File: src/rtl/stream_relay_ctrl_if.sv
// Start/idle handshake between the relay controller and the stream stages.
interface stream_relay_ctrl_if #(
  parameter int unsigned N_STAGES = 4
);
  logic [N_STAGES-1:0] stage_start;
  logic [N_STAGES-1:0] stage_idle;

  modport master (output stage_start, input stage_idle);
  modport slave  (input stage_start, output stage_idle);
endinterface

File: src/rtl/stream_relay_ctrl.sv
// Button debouncer: 2-flop sync, stability counter, registered rising-edge pulse.
module stream_relay_debounce #(
  parameter int unsigned DEBOUNCE_CYC = 1000000
) (
  input  logic clk,
  input  logic reset,
  input  logic btn,
  output logic press
);
  localparam int unsigned CNT_W = (DEBOUNCE_CYC > 1) ? $clog2(DEBOUNCE_CYC) : 1;

  logic             sync1;
  logic             sync2;
  logic             level;
  logic             level_d;
  logic [CNT_W-1:0] cnt;

  // Synchronize, count stable cycles, flip level, and pulse on its rising edge.
  always_ff @(posedge clk or negedge reset) begin
    if (!reset) begin
      sync1   <= 1'b0;
      sync2   <= 1'b0;
      level   <= 1'b0;
      level_d <= 1'b0;
      press   <= 1'b0;
      cnt     <= '0;
    end else begin
      sync1   <= btn;
      sync2   <= sync1;
      level_d <= level;
      press   <= level & ~level_d;
      if (sync2 == level) begin
        cnt <= '0;
      end else if (cnt == CNT_W'(DEBOUNCE_CYC - 1)) begin
        level <= sync2;
        cnt   <= '0;
      end else begin
        cnt <= cnt + 1'b1;
      end
    end
  end
endmodule

// Sequencer that launches each stream stage in turn, counts laps and traps hangs.
module stream_relay_ctrl #(
  parameter int unsigned N_STAGES      = 4,
  parameter int unsigned DEBOUNCE_CYC  = 1000000,
  parameter int unsigned ACK_TIMEOUT   = 8,
  parameter int unsigned STAGE_TIMEOUT = 500000000,
  parameter int unsigned LAPS          = 3
) (
  input  logic                        clk,
  input  logic                        reset,
  input  logic                        btn_start,
  input  logic                        btn_stop,
  stream_relay_ctrl_if.master         chain,
  output logic [$clog2(N_STAGES)-1:0] active_stage,
  output logic [7:0]                  lap_count,
  output logic                        busy,
  output logic                        fault
);
  localparam int unsigned IDX_W   = $clog2(N_STAGES);
  localparam int unsigned TIMER_W = 29;
  localparam int unsigned LAP_W   = 8;

  typedef enum logic [2:0] {
    S_IDLE, S_LAUNCH, S_WAIT_ACK, S_WAIT_DONE, S_ADVANCE, S_FAULT
  } state_t;

  state_t              state_q, state_d;
  logic [IDX_W-1:0]    idx_q, idx_d;
  logic [LAP_W-1:0]    lap_q, lap_d;
  logic [TIMER_W-1:0]  timer_q, timer_d;
  logic [N_STAGES-1:0] stage_start_q, stage_start_d;
  logic                busy_d;
  logic                fault_d;
  logic                start_press;
  logic                stop_press;

  stream_relay_debounce #(.DEBOUNCE_CYC(DEBOUNCE_CYC)) u_db_start (
    .clk   (clk),
    .reset (reset),
    .btn   (btn_start),
    .press (start_press)
  );

  stream_relay_debounce #(.DEBOUNCE_CYC(DEBOUNCE_CYC)) u_db_stop (
    .clk   (clk),
    .reset (reset),
    .btn   (btn_stop),
    .press (stop_press)
  );

  // State, datapath and output registers.
  always_ff @(posedge clk or negedge reset) begin
    if (!reset) begin
      state_q       <= S_IDLE;
      idx_q         <= '0;
      lap_q         <= '0;
      timer_q       <= '0;
      stage_start_q <= '0;
      busy          <= 1'b0;
      fault         <= 1'b0;
    end else begin
      state_q       <= state_d;
      idx_q         <= idx_d;
      lap_q         <= lap_d;
      timer_q       <= timer_d;
      stage_start_q <= stage_start_d;
      busy          <= busy_d;
      fault         <= fault_d;
    end
  end

  // Next state, stage index, lap count and per-state timer.
  always_comb begin
    state_d = state_q;
    idx_d   = idx_q;
    lap_d   = lap_q;
    timer_d = '0;
    case (state_q)
      S_IDLE: begin
        if (start_press && !stop_press && (&chain.stage_idle)) begin
          idx_d   = '0;
          lap_d   = '0;
          state_d = S_LAUNCH;
        end
      end
      S_LAUNCH: begin
        state_d = stop_press ? S_IDLE : S_WAIT_ACK;
      end
      S_WAIT_ACK: begin
        if (stop_press) begin
          state_d = S_IDLE;
        end else if (!chain.stage_idle[idx_q]) begin
          state_d = S_WAIT_DONE;
        end else if (timer_q == TIMER_W'(ACK_TIMEOUT - 1)) begin
          state_d = S_FAULT;
        end
      end
      S_WAIT_DONE: begin
        if (stop_press) begin
          state_d = S_IDLE;
        end else if (chain.stage_idle[idx_q]) begin
          state_d = S_ADVANCE;
        end else if (timer_q == TIMER_W'(STAGE_TIMEOUT - 1)) begin
          state_d = S_FAULT;
        end
      end
      S_ADVANCE: begin
        if (stop_press) begin
          state_d = S_IDLE;
        end else if (idx_q != IDX_W'(N_STAGES - 1)) begin
          idx_d   = idx_q + 1'b1;
          state_d = S_LAUNCH;
        end else begin
          idx_d   = '0;
          lap_d   = lap_q + 1'b1;
          state_d = ((LAPS != 0) && (lap_d == LAP_W'(LAPS))) ? S_IDLE : S_LAUNCH;
        end
      end
      S_FAULT: begin
        if (start_press && !stop_press) begin
          state_d = S_IDLE;
        end
      end
      default: state_d = S_IDLE;
    endcase
    // Timer runs only while waiting in the same state; any entry clears it.
    if ((state_d == state_q) && ((state_q == S_WAIT_ACK) || (state_q == S_WAIT_DONE))) begin
      timer_d = timer_q + 1'b1;
    end
  end

  // Output values for the next cycle, decoded from the next state.
  always_comb begin
    stage_start_d = '0;
    busy_d        = 1'b0;
    fault_d       = 1'b0;
    if (state_d == S_LAUNCH) begin
      stage_start_d[idx_d] = 1'b1;
    end
    busy_d  = (state_d != S_IDLE) && (state_d != S_FAULT);
    fault_d = (state_d == S_FAULT);
  end

  assign chain.stage_start = stage_start_q;
  assign active_stage      = idx_q;
  assign lap_count         = lap_q;
endmodule

File: src/flat_wrapper.sv
// flat-port wrapper written by rule: the top's interface ports become plain ports
module stream_relay_ctrl_flat 
#(
  parameter int unsigned N_STAGES      = 4,
  parameter int unsigned DEBOUNCE_CYC  = 1000000,
  parameter int unsigned ACK_TIMEOUT   = 8,
  parameter int unsigned STAGE_TIMEOUT = 500000000,
  parameter int unsigned LAPS          = 3
)
  (clk, reset, btn_start, btn_stop, active_stage, lap_count, busy, fault, chain_stage_start, chain_stage_idle);
  stream_relay_ctrl_if #(.N_STAGES(N_STAGES)) chain_i ();
  input  logic clk;
  input  logic reset;
  input  logic btn_start;
  input  logic btn_stop;
  output logic [$clog2(N_STAGES)-1:0] active_stage;
  output logic [7:0] lap_count;
  output logic busy;
  output logic fault;
  output wire logic [$bits(chain_i.stage_start)-1:0] chain_stage_start;
  input wire logic [$bits(chain_i.stage_idle)-1:0] chain_stage_idle;
  assign chain_stage_start = chain_i.stage_start;
  assign chain_i.stage_idle = chain_stage_idle;
  stream_relay_ctrl #(.N_STAGES(N_STAGES), .DEBOUNCE_CYC(DEBOUNCE_CYC), .ACK_TIMEOUT(ACK_TIMEOUT), .STAGE_TIMEOUT(STAGE_TIMEOUT), .LAPS(LAPS)) u_core (.clk(clk), .reset(reset), .btn_start(btn_start), .btn_stop(btn_stop), .chain(chain_i), .active_stage(active_stage), .lap_count(lap_count), .busy(busy), .fault(fault));
endmodule
File: config.mk
export PLATFORM = sky130hd
export DESIGN_NAME = stream_relay_ctrl_flat
export DESIGN_NICKNAME = d
export VERILOG_FILES = /design/src/rtl/stream_relay_ctrl_if.sv /design/src/rtl/stream_relay_ctrl.sv /design/src/flat_wrapper.sv
export SDC_FILE = /design/constraint.sdc
export NUM_CORES = 1
export LEC_CHECK = 0
export BUFFER_PORTS_ARGS = -buffer_cell sky130_fd_sc_hd__buf_4
export CAP_MARGIN = 5
export CORE_ASPECT_RATIO = 0.9
export CORE_MARGIN = 5
export CORE_UTILIZATION = 45
export DETAILED_ROUTE_END_ITERATION = 16
export GPL_ROUTABILITY_DRIVEN = 0
export GPL_TIMING_DRIVEN = 0
export HOLD_SLACK_MARGIN = 0.03
export SLEW_MARGIN = 40
export SYNTH_ARGS = -nofsm -noshare
export SYNTH_HDL_FRONTEND = slang
export SYNTH_SLANG_ARGS = --single-unit
File: constraint.sdc
create_clock -name clk -period 2.3 [get_ports clk]
set_clock_uncertainty 0.05 [all_clocks]
set_input_delay 0.345 -clock clk [delete_from_list [all_inputs] [get_ports clk]]
set_output_delay 0.345 -clock clk [all_outputs]
set_load 0.05 [all_outputs]
Yosys cells after proc, flatten, opt, wreduce, memory -nomap -nowiden:

Cells that the tools add are included.

* add/sub/neg operators: 5
* $mul: 0
* div/mod/pow operators: 0
* order comparisons: 3
* eq/ne operators: 20
* shift operators: 0
* multiplexer cells: 31
* bitwise gates (word level): 6
* reduce and logical (&&, ||, !) cells: 14

Operators with widths (count)
* $mux W20: 4
* $add A20 B1 Y20 const B: 2
* $eq A20 B20 Y1 const B: 2
* $mux W3: 10
* $add A29 B1 Y29 const B: 1
* $eq A29 B29 Y1 const B: 1
* $eq A29 B3 Y1 const B: 1
* $mux W29: 1
* $mux W8: 3
* $pmux W3 S6: 1
* $pmux W8 S2: 1
* $eq A3 B3 Y1 const B: 3
* $add A8 B1 Y8 const B: 1
* $eq A8 B2 Y1 const B: 1
* $mux W2: 4
* $reduce_and A4 Y1: 2
* $eq A3 B1 Y1 const B: 2
* $eq A3 B2 Y1 const B: 2
* $lt A2 B3 Y1 const B: 2
* $ne A2 B2 Y1 const B: 3
* $logic_and A1 B1 Y1: 5
* $mux W4: 1
* $not A1 Y1: 4
* $pmux W2 S2: 1
* 16 further kinds: 21

* register bits after elaboration: 98
* latch bits: 0
* RAM bits: 0
* ROM bits: 0
* input bits: 8
* output and inout port bits: 16
* word-level logic and storage cells: 98
* memories: 0

Longest topological paths before layout:

Gate-level depths: netlist (run 1).

* depth after elaboration: 10
* depth in mapped cells: 9
* gate-level depth less buffers: 7

By module:

From an unflattened synthesis (run 1), not the netlist that was laid out.

* cells, all modules: 499
* area total of the unflattened synthesis: 4913.5 µm²

Modules (own cells, without submodules)
* stream_relay_ctrl: instances 1, cells an instance 277, area an instance 2571.2 µm², seq. area each 1201.2 µm²
* stream_relay_debounce: instances 2, cells an instance 111, area an instance 1171.1 µm², seq. area each 625.6 µm²

Worst setup path after synthesis (run 1):

Ideal clock, no wire load.

* path kind: register to register
* from: register u_core.lap_q[0] (netlist: u_core.lap_count[0])
* to: register u_core.timer_q[25]
* library setup time: 0.119 ns
* data arrival time: 2.149 ns
* required time: 2.131 ns
* path slack: -0.017 ns
* stages on the path, launching flop included: 9
* buffers on the path: 2
* period minus slack after synthesis: 2.317 ns
* cells stage by stage: dfrtp_1 -> nand3_1 -> or4_1 -> a21oi_1 -> nor4b_1 -> o21ai_1 -> buf_4 -> buf_6 -> nor2_1

* longest elaborated chain between the ends: 9

Ends and longest elaborated chain
* from (decl): RTL line stream_relay_ctrl.sv:72 `logic [LAP_W-1:0] lap_q, lap_d;`
* from (signal assigned): RTL line stream_relay_ctrl.sv:107 `lap_q <= lap_d;`
* $add A8 B1 Y8: RTL line stream_relay_ctrl.sv:158 `lap_d = lap_q + 1'b1;`
* $eq A8 B2 Y1: RTL line stream_relay_ctrl.sv:159 `state_d = ((LAPS != 0) && (lap_d == LAP_W'(LAPS))) ? S_IDLE : S_LAUNCH;`
* $mux W1: RTL line stream_relay_ctrl.sv:159
* $mux W3: RTL line stream_relay_ctrl.sv:153 `end else if (idx_q != IDX_W'(N_STAGES - 1)) begin`
* $mux W3: RTL line stream_relay_ctrl.sv:151 `if (stop_press) begin`
* $pmux W3 S6: RTL line stream_relay_ctrl.sv:121 `case (state_q)`
* $eq A3 B3 Y1: RTL line stream_relay_ctrl.sv:170 `if ((state_d == state_q) && ((state_q == S_WAIT_ACK) || (state_q == S_WAIT_DONE))) begin`
* $logic_and A1 B1 Y1: RTL line stream_relay_ctrl.sv:170
* $mux W29: RTL line stream_relay_ctrl.sv:170
* net u_core.timer_d[25]: RTL line stream_relay_ctrl.sv:73 `logic [TIMER_W-1:0] timer_q, timer_d;`
* to (signal assigned): RTL line stream_relay_ctrl.sv:108 `timer_q <= timer_d;`
* to (decl): RTL line stream_relay_ctrl.sv:73

The timed path passes the listed nets, and every way through them passes these cells.
A chain may end at the register's enable or synchronous reset.

Final worst setup path (run 1):

* from: register u_core.timer_q[6]
* to: register u_core.stage_start_q[2] (netlist: u_core.chain.stage_start[2])

* longest elaborated chain between the ends: 7
* elaborated cells between the ends (all ways): 11
* those cells by class: eq/ne (3); mux (8)

Ends and longest elaborated chain
* $eq A29 B29 Y1 / $eq A29 B3 Y1 (equally long branches): RTL line stream_relay_ctrl.sv:146, stream_relay_ctrl.sv:137
* $mux W3, on equally long branches: RTL line stream_relay_ctrl.sv:146, stream_relay_ctrl.sv:137
* $mux W3, on equally long branches: RTL line stream_relay_ctrl.sv:144, stream_relay_ctrl.sv:135
* $mux W3, on equally long branches: RTL line stream_relay_ctrl.sv:142, stream_relay_ctrl.sv:133
* $pmux W3 S6 (*): RTL line stream_relay_ctrl.sv:121
* $eq A3 B1 Y1 (*): RTL line stream_relay_ctrl.sv:180 `if (state_d == S_LAUNCH) begin`
* $mux W4 (*): RTL line stream_relay_ctrl.sv:180
* net u_core.stage_start_d[2]: RTL line stream_relay_ctrl.sv:74 `logic [N_STAGES-1:0] stage_start_q, stage_start_d;`
* to (signal assigned): RTL line stream_relay_ctrl.sv:109 `stage_start_q <= stage_start_d;`
* to (decl): RTL line stream_relay_ctrl.sv:74

The timed path passes the listed nets; every way through them passes the cells marked *.

==> flow_summary.ini, run 1 <==
[outcome]
status = finished, final reports clean

[power]
combPwrFrac_pct = 27.7
p_leak_nw = 2.415
switching_share_pct = 34.51
pwr-share-clk_pct = 30.2
vdd_drop_max_mv = 0.6448
power_mw = 4.904
internal_power_mw = 3.212
power_density_mw_per_mm2 = 873.9
switchingPower_mw = 1.692
seq_power_share_pct = 42.1

[floorplan]
io_pins = 24
num_rows = 35
start_util_pct = 46.36
die_w_um = 118.5
die_y_um = 107.7
placeableCoreArea_mm2 = 0.01029
die_area_mm2 = 0.01276

[clocking]
clock_sinks = 98
path_clk_slew_ns = 0.07
cts_buffer_depth = 2
clk_latency_ns = 0.34
cts_made_buffers = 9
cts_tree = done
root_buffer = clkbuf_16
cts_max_level = 3

[setup_path]
cpMaxStageDelayCell = dfrtp_1
path_depth = 6
cp_top_family = simple AND/OR/NAND/NOR gates
cp.required_ns = 2.49
r2r_setup_slack_ns = 0.13
cp-start-kind = flop
worst-path-buf-inv = 0
slowest_delay_ns = 0.46
worstPathCellList = nor4_2 -> nand2_2 -> or3_1 -> nand3b_1 -> a31o_2 -> nor4b_2
crit_type = reg2reg
crit_path_end_kind = flop
cp_data_arrival_time_ns = 2.36
critPathMaxFanout = 5
reg2reg_depth = 6

[final_layout]
drive_gt1_share_pct = 15.66
final_cell_area_mm2 = 0.005612
regArea_mm2 = 0.002462
multi_input_area_mm2 = 0.002307
antenna-diode-count = 0
area_delta_synth_final_pct = 17.62
fillers = 906
fin_nets = 539

[global_routing]
grt-ovfl-total = 0
grt_pass1_wl_um = 16490
grt_use_total_pct = 15.58
grt_pass1_vias = 3411
antenna_found_initial = 0
grt_max_degree = 99

[logic_synthesis]
synth.distinct_cells = 44
syn_area_mm2 = 0.004771
synth.avg_cell_area_um2 = 9.837
syn_inst = 485
ys_ff_latch = 98
syn_nets = 499
yosysWarnings = 0
yosysSeqAreaShare_pct = 51.40

[routing]
postRouteAntennaNets = 0
drcViolationCount = 0
drtIter0Drc = 325
top_layer_used = met4
post_drt_wl_per_cell_um = 14.08
vias = 3508
met2WireLength_um = 4336
wirelength_um = 9278
wl_met1_um = 4485
drt_pre_antenna_iters = 4
wl_met3_um = 334
vias_per_cell = 5.323

[placed_design]
dp_hpwl_um = 6192
postPlaceCellArea_mm2 = 0.005115
io_buffers = 23

[timing]
max_freq_mhz = 461.6
rsz0062_at_grt = false
fin_crit_sh_pct = 94.19
setup-violations-final = 0
whs_ns = 0.06098
slew_viol_final = 0
max_slew.worst_pin.slew_ns = 0.6423
fin_crit_ns = 2.166
hold_viol_final = 0
slew_headroom_pct = 56.78

[hold_path]
hold_depth = 1
hp-class = in2reg

[job]
drv_cap = 0
## stage by stage
step	utilization, %	std cells	setup TNS (ns)	setup slack [ns]
2_1_floorplan	-	485	0	0.005907
3_3_place_gp	49.63	637	-4.247	-0.1627
3_5_place_dp	49.70	637	-4.802	-0.2249
4_1_cts	53.41	656	0	0.001715
5_1_grt	54.53	659	0	0.0007838
6_report	54.53	659	0	0.1335
## area by class of cell
class                           instances  area share (%)
Clock inverter                          4          0.6020
Timing Repair Buffer                   32           5.039
Buffer                                  6          0.6689
Tap cell                              129           2.876
Multi-Input combinational cell        362           41.11
Clock buffer                           12           4.749
Inverter                               16           1.070
Sequential cell                        98           43.88
## power by group through the flow
stage                     combinational (mW)  sequential [mW]  clock [mW]
after floorplan                        0.573             2.36           0
after global placement                  1.21             2.08           0
after detailed placement                1.23             2.09           0
after CTS                               1.33             2.06        1.53
after global routing                    1.48             2.10        1.61
final                                   1.36             2.07        1.48
## cells by family (layout without fill, tap and decap cells)
group,count (synthesis),count (layout),share of synthesized area (%)
AOI/OAI and AO/OA,36,36,5.193
xor gates and xnor gates,64,64,11.75
adders and majority gates,6,6,1.574
buffers and inverters,25,70,2.282
DFF,98,98,51.40
muxes,6,6,1.442
and+or+nand+nor,250,250,26.36
## cells in the mapped netlist
cell type / number / area share, %
nor3_1: 9 / 0.94
or3_1: 1 / 0.13
nand2_1: 31 / 2.4
buf_4: 1 / 0.16
o2111ai_1: 1 / 0.18
xor2_1: 37 / 6.8
a21oi_1: 5 / 0.52
mux2_4: 1 / 0.31
or2_2: 1 / 0.13
buf_6: 1 / 0.24
xnor2_1: 27 / 5.0
o21ai_0: 11 / 1.2
buf_2: 3 / 0.31
nor4_1: 13 / 1.7
nand3_1: 38 / 4.0
o41ai_1: 2 / 0.37
and3_1: 15 / 2.0
ha_1: 6 / 1.6
o21ai_1: 1 / 0.10
o41a_1: 1 / 0.24
or4_1: 3 / 0.47
nand4_4: 1 / 0.45
clkbuf_1: 4 / 0.31
nor2_1: 93 / 7.3
nand4_1: 16 / 2.1
nand2b_1: 3 / 0.39
o21bai_1: 1 / 0.16
o41ai_2: 1 / 0.34
and2_1: 8 / 1.0
nand3b_1: 3 / 0.47
inv_1: 16 / 1.3
a22o_1: 2 / 0.37
a31o_2: 3 / 0.55
o31ai_1: 5 / 0.79
and4_2: 1 / 0.21
nor2b_1: 2 / 0.26
a211oi_1: 1 / 0.16
mux2i_1: 2 / 0.42
a31oi_1: 2 / 0.26
dfrtp_1: 98 / 51
nor4b_1: 7 / 1.3
mux2_2: 3 / 0.71
nor4b_2: 1 / 0.31
and4_1: 4 / 0.73
## path summary, 6_finish.rpt
check                                         endpoint                    from
min in group asynchronous            u_core.timer_q[4]                   reset
max reg2reg                u_core.chain.stage_start[2]       u_core.timer_q[6]
min                             u_core.u_db_stop.sync1                btn_stop
min reg2reg                     u_core.u_db_stop.sync2  u_core.u_db_stop.sync1
max in group asynchronous     u_core.u_db_start.cnt[3]                   reset
max                        u_core.chain.stage_start[2]       u_core.timer_q[6]
## cell usage in the layout (no fill, tap or decap), drive strengths merged, types with 4 or more instances in the layout
cell / n
dfrtp: 98
nor2: 93
nand3: 38
xor2: 37
buf: 34
nand2: 31
xnor2: 27
inv: 17
nand4: 17
and3: 15
clkbuf: 15
nor4: 13
o21ai: 12
nor3: 9
and2: 8
nor4b: 8
ha: 6
a21oi: 5
and4: 5
o31ai: 5
mux2: 4
## registers in the layout (all words and copies together), names as in the netlist, 2 cells and up
signal	flops
u_core.timer_q	29
u_core.u_db_start.cnt	20
u_core.u_db_stop.cnt	20
u_core.lap_count	8
u_core.chain.stage_start	4
u_core.state_q	3
u_core.active_stage	2
## routing by layer
layer	vias to the layer above	global-route usage (%)
li1	1760	-
met1	1677	21.55
met2	58	23.92
met3	13	3.941
met4	0	5.344
met5	-	0
## timing repair
action                                  in CTS  in global routing
hold buffers                                 1                  0
setup buffers                                3                  4
endpoints found under the setup margin      43                 73
gates resized for setup                      8                 18
hold endpoints to repair                    84                  0
pin swaps                                    0                  5
Note: power is estimated with default switching activity, not from simulation.
==> run 2: changes to the inputs <==
Settings changed: RECOVER_POWER from default to 25.
==> flow_summary.ini, run 2 (synthesis gave the netlist of run 1 again) <==
[setup_path]
cp_data_arrival_time_ns = 2.36
crit_type = reg2reg
crit_path_end_kind = flop
cp-start-kind = flop
critPathMaxFanout = 5
cp.required_ns = 2.49

[final_layout]
fin_nets = 539
fin_cells = 659
layout_commonest_cell = nor2_1
regMostFlops = u_core.timer_q
drive_gt1_share_pct = 15.66
final_cell_area_mm2 = 0.005585
area_delta_synth_final_pct = 17.07
antenna-diode-count = 0
fillers = 909
largest_reg_flops = 29
top_regs = u_core.timer_q (29), u_core.u_db_start.cnt (20), u_core.u_db_stop.cnt (20)
most-common-layout-cells = nor2_1, dfrtp_1, nand3_1

[clocking]
clock_sinks = 98
clk_latency_ns = 0.34
path_clk_slew_ns = 0.07
cts_tree = done
cts_max_level = 3
root_buffer = clkbuf_16
cts_made_buffers = 9
cts_buffer_depth = 2

[routing]
wirelength_um = 9268
drcViolationCount = 0
postRouteAntennaNets = 0
drtIter0Drc = 345
drt_pre_antenna_iters = 4
post_drt_wl_per_cell_um = 14.06
vias_per_cell = 5.338
vias = 3518

[power]
p_leak_nw = 2.405
power_mw = 4.897
power_density_mw_per_mm2 = 876.8
vdd_drop_max_mv = 0.6448

[timing]
fin_crit_ns = 2.166
max_freq_mhz = 461.6
rsz0062_at_grt = false
fin_crit_sh_pct = 94.19
fin_setup_tns_ns = 0
max_slew.worst_pin.slew_ns = 0.8535
slew_headroom_pct = 43.10
slew_viol_final = 0
hold_viol_final = 0
setup-violations-final = 0

[placed_design]
postPlaceCellArea_mm2 = 0.005115
io_buffers = 23
dp.cells = 637
dp_hpwl_um = 6192

[global_routing]
grt-ovfl-total = 0
grt_use_total_pct = 15.58
antenna_found_initial = 0
grt_max_degree = 99
grt_pass1_wl_um = 16490
grt_pass1_vias = 3411

[floorplan]
placeableCoreArea_mm2 = 0.01029
die_y_um = 107.7
die_w_um = 118.5
start_util_pct = 46.36
num_rows = 35
io_pins = 24
die_area_mm2 = 0.01276

[outcome]
status = finished, final reports clean

[hold_path]
hp-class = in2reg

[job]
drv_cap = 0
-- run 2: stage by stage --
step | setup slack [ns] | hold WS, ns | utilization, %
finish | 0.1335 | 0.08272 | 54.27
global route | 0.0007838 | 0.06133 | 54.27
CTS | 0.001715 | 0.04509 | 53.41
detailed placement | -0.2249 | 0.2879 | 49.70
global placement | -0.1627 | 0.2883 | 49.63
floorplan | 0.005907 | -0.0005911 | -
-- run 2: timing repair --
action | CTS | global route
endpoints found under the setup margin | 43 | 73
setup buffers | 3 | 4
pin swaps | 0 | 5
endpoints found under the hold margin | 84 | 0
hold buffers | 1 | 0
gates resized for setup | 8 | 18
-- run 2: worst max-delay path: stages, from the launching register on --
cell and delay [ns]:
dfrtp_1 0.46, nor4_2 0.34, nand2_2 0.11, or3_1 0.39, nand3b_1 0.19, a31o_2 0.29, nor4b_2 0.24
-- run 2: routing by layer --
layer  vias to the layer above  share of wire (%)  GRT usage, %  wire length, um
met4                         0                1.3         5.344              122
met2                        60                 47         23.92             4324
met1                      1683                 48         21.55             4485
met5                         -                  0             0                0
met3                        13                3.6         3.941              335
li1                       1762                  -             -                -
-- run 2: path summary, 6_finish.rpt --
| kind | start | endpoint | slack [ns] | cells after the start |
|---|---|---|---|---|
| worst max register to register | u_core.timer_q[6] | u_core.chain.stage_start[2] | 0.13 | 6 |
| worst min-delay path | btn_stop | u_core.u_db_stop.sync1 | 0.08 | 1 |
| max in group asynchronous | reset | u_core.timer_q[0] | 0.54 | 3 |
| min in group asynchronous | reset | u_core.timer_q[4] | 0.61 | 2 |
| worst min register to register | u_core.u_db_stop.sync1 | u_core.u_db_stop.sync2 | 0.30 | 0 |
| worst max-delay path | u_core.timer_q[6] | u_core.chain.stage_start[2] | 0.13 | 6 |
-- run 2: cell type report --
cell class / instances / area (um^2) / area share (%)
flip-flops and latches: 98 / 2462 / 44.09
multi-input cells: 362 / 2307 / 41.31
clock buffers: 12 / 266.5 / 4.772
repair buffers: 32 / 256.5 / 4.592
well taps: 129 / 161.4 / 2.890
inverters: 16 / 60.06 / 1.075
plain buffers: 6 / 37.54 / 0.6720
clock inverters: 4 / 33.78 / 0.6048
-- run 2: power breakdown --
part / total [mW] / internal [mW] / switching (mW)
clock network: 1.48 / 0.830 / 0.650
logic: 1.35 / 0.507 / 0.843
registers: 2.07 / 1.87 / 0.197
total: 4.90 / 3.21 / 1.69
